<file path="config.mk">
export PLATFORM = sky130hd
export DESIGN_NAME = tg_bp_gen
export DESIGN_NICKNAME = d
export VERILOG_FILES = /design/src/rtl/tg_pkg.sv /design/src/rtl/tg_bp_gen.sv
export SDC_FILE = /design/constraint.sdc
export NUM_CORES = 1
export LEC_CHECK = 0
export BUFFER_PORTS_ARGS = -buffer_cell sky130_fd_sc_hd__buf_2
export CAP_MARGIN = 20
export CELL_PAD_IN_SITES_DETAIL_PLACEMENT = 0
export CELL_PAD_IN_SITES_GLOBAL_PLACEMENT = 1
export CORE_MARGIN = 4
export CORE_UTILIZATION = 40
export DETAILED_ROUTE_END_ITERATION = 6
export HOLD_SLACK_MARGIN = 0.15
export PLACE_DENSITY_LB_ADDON = 0.1
export SLEW_MARGIN = 20
export SYNTH_ARGS = -nofsm -noshare
export SYNTH_HDL_FRONTEND = slang
export SYNTH_SLANG_ARGS = --single-unit
</file>
<file path="constraint.sdc">
create_clock -name clk -period 6.4 [get_ports clk]
set_input_delay 0.64 -clock clk [delete_from_list [all_inputs] [get_ports clk]]
set_output_delay 0.64 -clock clk [all_outputs]
set_load 0.02 [all_outputs]
</file>
<file path="src/rtl/tg_pkg.sv">
// tg_pkg: shared types for the tg traffic sinks.
// Backpressure modes, FSM states, config bundle, LFSR step.
package tg_pkg;

  typedef enum logic [1:0] {
    BP_ALWAYS = 2'd0,
    BP_DUTY   = 2'd1,
    BP_LFSR   = 2'd2
  } bp_mode_e;

  typedef enum logic [1:0] {
    S_IDLE = 2'd0,
    S_RUN  = 2'd1,
    S_DONE = 2'd2
  } state_e;

  localparam logic [15:0] LFSR_SEED = 16'hACE1;

  // Run configuration, captured on the start cycle.
  typedef struct packed {
    logic [1:0]  bp_mode;
    logic [15:0] num_packets;
    logic [15:0] num_flits;
    logic [7:0]  lfb;
    logic [15:0] m;
    logic [15:0] n;
  } cfg_t;

  // Fibonacci LFSR, taps 16,14,13,11, shifting right.
  function automatic logic [15:0] lfsr_step(input logic [15:0] s);
    logic fb;
    fb = s[0] ^ s[2] ^ s[3] ^ s[5];
    return {fb, s[15:1]};
  endfunction

endpackage

</file>
<file path="src/rtl/tg_bp_gen.sv">
// tg_bp_gen: backpressure pattern source.
// ready_next is the TREADY value for the next cycle.
module tg_bp_gen
  import tg_pkg::*;
(
  input  logic        clk,
  input  logic        rst,
  input  logic        restart,
  input  logic        step,
  input  logic [1:0]  mode,
  input  logic [15:0] m,
  input  logic [15:0] n,
  output logic        ready_next
);

  logic [16:0] phase_q;
  logic [16:0] phase_d;
  logic [15:0] lfsr_q;
  logic [15:0] lfsr_d;
  logic [16:0] m_eff;
  logic [16:0] period;
  logic [16:0] phase_inc;

  assign m_eff     = (m == 16'd0) ? 17'd1 : {1'b0, m};
  assign period    = m_eff + {1'b0, n};
  assign phase_inc = phase_q + 17'd1;

  // Phase and LFSR restart together so each run sees the same pattern.
  always_comb begin
    phase_d = phase_q;
    lfsr_d  = lfsr_q;
    if (restart) begin
      phase_d = '0;
      lfsr_d  = LFSR_SEED;
    end else if (step) begin
      phase_d = (phase_inc >= period) ? 17'd0 : phase_inc;
      lfsr_d  = lfsr_step(lfsr_q);
    end
  end

  // Pattern value for the cycle that phase_d / lfsr_d describe.
  always_comb begin
    ready_next = 1'b1;
    case (mode)
      BP_DUTY: ready_next = (n == 16'd0) | (phase_d < m_eff);
      BP_LFSR: ready_next = lfsr_d[0];
      default: ready_next = 1'b1;
    endcase
  end

  // Pattern state registers.
  always_ff @(posedge clk) begin
    if (!rst) begin
      phase_q <= '0;
      lfsr_q  <= LFSR_SEED;
    end else begin
      phase_q <= phase_d;
      lfsr_q  <= lfsr_d;
    end
  end

endmodule

</file>
# --- Yosys cells after proc, flatten, opt, wreduce, memory -nomap -nowiden ---
# Index checks and enable logic that the tools add are counted.
classes:
  n_reduce_logical: 3
  add_sub_neg: 2
  n_mux: 7
  eq_ne: 2
  magnitude_cmp: 2
  n_bitwise: 5
ops:
  columns: ["operator", "n"]
  rows:
  - ["2-to-1 mux 17 bit", 3]
  - ["zero test 16 bit", 2]
  - ["adder 16 x 16 -> 17 bit", 1]
  - ["adder 17 x 1 -> 17 bit (second input constant)", 1]
  - [">= comparator 17 bit", 1]
  - ["< comparator 17 x 16 -> 1 bit", 1]
  - ["2-to-1 mux 16 bit", 1]
  - ["XOR 1 bit", 3]
  - ["== test 2 x 1 -> 1 bit (second input constant)", 1]
  - ["== test 2 bit (second input constant)", 1]
  - ["2-to-1 mux 1 bit", 2]
  - ["case mux 1 bit (2 select lines)", 1]
  - ["OR reduction 2 bit", 1]
  - ["NOT 1 bit", 1]
  - ["bitwise OR 1 bit", 1]
word_totals:
  inputBits: 38
  register_bits: 33

# --- Depth between registers and ports, before layout ---
logic_depth:
  depth_word: 10
  mapped_depth: 26
  depth_no_buf: 24

# --- Least setup slack after synthesis ---
# OpenSTA, ideal clock, no wires.
synth_path:
  kind: "input-to-output"
  from: "in m[12]"
  to: "out ready_next"
  required_time_ns: 5.760
  n_path_buf: 1
  stages: 25
  arrival_time_ns: 5.595
  slack_ns: 0.165
  cell_sequence: "nor3_1 a41o_1 ha_1 fa_1 a211o_1 a211oi_1 nor3_1 o41ai_1 nand2_1 xnor2_1 ha_1 a21oi_1 o21a_1 a21o_1 a41oi_1 or4b_2 clkbuf_1 o2bb2ai_1 ha_1 a211oi_1 nor2_1 nor4_1 o22ai_1 o21ba_2 a21oi_2"
synth_via:
  elab_chain_len: 10
synth_lines:
  columns: ["item", "line_no", "source"]
  rows:
  - ["start: declaration", "tg_bp_gen.sv:11", "input logic [15:0] m,"]
  - ["zero test 16 bit", "tg_bp_gen.sv:24", "assign m_eff = (m == 16'd0) ? 17'd1 : {1'b0, m};"]
  - ["2-to-1 mux 16 bit *", "tg_bp_gen.sv:24", null]
  - ["adder 16 x 16 -> 17 bit *", "tg_bp_gen.sv:25", "assign period = m_eff + {1'b0, n};"]
  - [">= comparator 17 bit *", "tg_bp_gen.sv:36", "phase_d = (phase_inc >= period) ? 17'd0 : phase_inc;"]
  - ["2-to-1 mux 17 bit *", "tg_bp_gen.sv:36", null]
  - ["2-to-1 mux 17 bit *", "tg_bp_gen.sv:35", "end else if (step) begin"]
  - ["2-to-1 mux 17 bit *", "tg_bp_gen.sv:32", "if (restart) begin"]
  - ["named net phase_d[2]", "tg_bp_gen.sv:17", "logic [16:0] phase_d;"]
  - ["< comparator 17 x 16 -> 1 bit *", "tg_bp_gen.sv:45", "BP_DUTY: ready_next = (n == 16'd0) | (phase_d < m_eff);"]
  - ["bitwise OR 1 bit *", "tg_bp_gen.sv:45", null]
  - ["case mux 1 bit (2 select lines) *", "tg_bp_gen.sv:44", "case (mode)"]
  - ["end: declaration", "tg_bp_gen.sv:13", "output logic ready_next"]
# Mark *: on every way through the listed nets, which the timed path passes. The rest lies on a longest branch.

# --- Final worst setup path ---
layout_path:
  from: "in m[5]"
  to: "out ready_next"
# Same word-level chain as after synthesis.

==> flow_summary.toml <==
[status]
status = "finished, violations left"
violations = "setup timing"

[power]
leakagePower_nw = 2.02
internal_power_w = 0.000423
pwr-share-comb = 0.329
swShare = 0.318
p_seq_frac = 0.340
p_switching_w = 0.000197
peakVddDrop_mv = 0.107
power_w = 0.000620
pwr-share-clk = 0.331
power.density_nw_per_um2 = 136

[clocking]
cts_hold_buf = 0
clock_path_buffers = 2
path_clk_slew_ns = 0.07
htree_levels = 2
clock-root-buffer = "clkbuf_8"
cts_tree = "done"
clkSinkCount = 33
insertion_delay_ns = 0.30
numCtsBuffers = 5

[timing]
clock_skew_ns = 0.00713
max_slew.worst_pin.slew_ns = 0.984
worst_slack_ns = -0.102
setup_viol = 1
report.final.slew_viol_count = 0
slew_headroom = 0.341
final_hold_viol_count = 0
period_needed_ns = 6.50
fin_crit_sh = 1.02
fmax_ghz = 0.154
rsz0062_at_grt = "yes"

[floorplanning]
io_pins = 39
die-area_um2 = 10200
die_x_um = 101
start_util = 0.416
chipHeight_um = 101
rows = 33
core-area_um2 = 8340

[worst_setup_path]
slowest_delay_ns = 0.35
slowest_stage = "o41ai_2"
cp.required_ns = 5.76
crit_type = "primary input to output pin"
cp-start-kind = "primary input"
worstReg2RegStart = "phase_q[0]"
crit_path_end_kind = "output pin"
cp_num_buf_inv = 4
path_max_fanout = 4
crit_family = "compound AO/OA/AOI/OAI gates"
critPathLaunch = "m[5]"
worstPathArrival_ns = 5.86

[placement]
dp_hpwl_um = 7820
io_buffers = 38
place_congestion = 0.898
pre_cts_slack_ns = -0.790

[job]
drv_cap = 0

[synth]
synth_edf_count = 0
avgSynthCellArea_um2 = 7.78
ys_warn_count = 0
synth_area_leaders = "dfxtp_1, ha_1, nand2_1"
dominantRegCellSynth = "dfxtp_1"
netlist_area_um2 = 3470
postSynth.asyncResetShare = 0
yosysSeqAreaShare = 0.190
syn_nets = 536
ys_ff_latch = 33
yosysTopAreaCell = "dfxtp_1"
syn_inst = 446
synth_top_area_frac = 0.190
synth.distinct_cells = 59

[cells_and_area]
nNetsFinal = 588
synthToLayoutAreaGrowth_pct = 31.3
layout-drive-gt1-share = 0.279
antenna_cells = 0

[global_route]
grt_pass1_vias = 3238
globalRouteOverflowTotal = 0
antenna_found_initial = 0
grt_use_total = 0.196
grt_max_degree = 33
grt_pass1_wl_um = 16100

[drt]
wirelength_um = 10000
drc = 0
num_vias = 3374
antenna_left = 0
drt_iter0_markers = 126
wl_per_cell_um = 16.6
vias_per_cell = 5.59
dr.pass1.iters = 4

[hold_path]
hp-class = "flop to flop"
hp-start = "lfsr_q[11]"
-- logic make-up (layout without fill, tap and decap cells) --
| kind of cell | count (synthesis) | in the layout | share of synthesized area |
|---|---|---|---|
| AND/OR/NAND/NOR | 142 | 142 | 0.209 |
| AO/OA/AOI/OAI | 110 | 110 | 0.217 |
| buffers and inverters | 65 | 118 | 0.0753 |
| adder cells (fa/ha/maj) | 52 | 52 | 0.190 |
| flip-flops | 33 | 33 | 0.190 |
| XOR/XNOR | 30 | 30 | 0.0779 |
| multiplexers | 14 | 14 | 0.0404 |
-- tightest hold or removal path: stages, from the launching register on --
cell     delay, ns
dfxtp_1       0.33
mux2i_1       0.07
nand2_1       0.06
-- power by group through the flow --
stage	logic (W)	registers (W)	clock network, W
6_report	0.000204	0.000211	0.000205
3_3_place_gp	0.000171	0.000216	0
5_1_grt	0.000226	0.000212	0.000221
4_1_cts	0.000191	0.000211	0.000208
3_5_place_dp	0.000173	0.000216	0
2_1_floorplan	0.000114	0.000215	0
-- flip-flops by register name (all words and copies together), names as in the netlist --
name     cells
lfsr_q      16
phase_q     17
-- path summary, 6_finish.rpt --
path	endpoint	slack (ns)	cells past startpoint
worst max register to register	phase_q[12]	2.16	14
worst max-delay path	ready_next	-0.10	28
worst min-delay path	lfsr_q[10]	0.48	2
worst min register to register	lfsr_q[10]	0.48	2
-- layout by cell type (no fill, tap or decap), types with 4 or more instances in the layout --
master	netlist	routed
nor4_1	13	7
nand4_1	7	7
xor2_1	10	10
nand2_1	46	43
o21ai_2	0	5
clkbuf_8	0	5
nor2_1	28	28
xnor2_1	19	19
o21a_1	5	5
a221o_1	9	9
a22o_1	4	4
nor2b_1	5	5
buf_6	1	4
buf_8	0	10
mux2i_1	14	14
nand3_1	7	6
nor3_1	12	10
ha_4	0	7
ha_1	51	44
buf_2	5	25
a21oi_1	25	22
a21o_1	5	5
inv_1	31	31
o21ai_0	26	17
buf_4	1	40
dfxtp_1	33	33
and3_1	4	4
nor4_4	0	4
-- what timing repair did --
action,4_1_cts,5_1_grt
cloned,0,0
endpoints found under the setup margin,1,1
pin swaps,25,35
gates resized for setup,42,48
setup buffers,6,2
-- cell type report --
type	count	area (µm²)
timing repair buffer	79	621
clock inverter	3	46.3
multi-input combinational	348	2910
clock buffer	5	68.8
inverter	31	116
tap	105	131
fill	809	3780
sequential	33	661
-- stage by stage --
step / instances / hold slack (ns) / area, µm² / TNS [ns] / util
after detailed placement: 588 / 0.463 / 3890 / -0.790 / 0.467
after global routing: 604 / 0.503 / 4560 / -0.420 / 0.546
after floorplan: 446 / 0.441 / 3470 / 0 / -
after global placement: 588 / 0.457 / 3890 / -0.683 / 0.467
final: 604 / 0.477 / 4560 / -0.102 / 0.546
after CTS: 602 / 0.483 / 4290 / -0.190 / 0.514
-- per-layer routing --
metal  global-route usage  routed length, µm  up-vias
met1                0.268               4800     1579
li1                     -                  -     1721
met3               0.0372                380       10
met4               0.0317                 95        0
met5                    0                  0        -
met2                0.327               4740       64
-- Yosys cell counts (9+ instances only) --
master	count
nor2_1	28
nor3_1	12
clkbuf_1	25
dfxtp_1	33
xnor2_1	19
nor4_1	13
o21ai_0	26
mux2i_1	14
nand2_1	46
inv_1	31
a21oi_1	25
a221o_1	9
xor2_1	10
ha_1	51
Note: power is estimated with default switching activity, not from simulation.
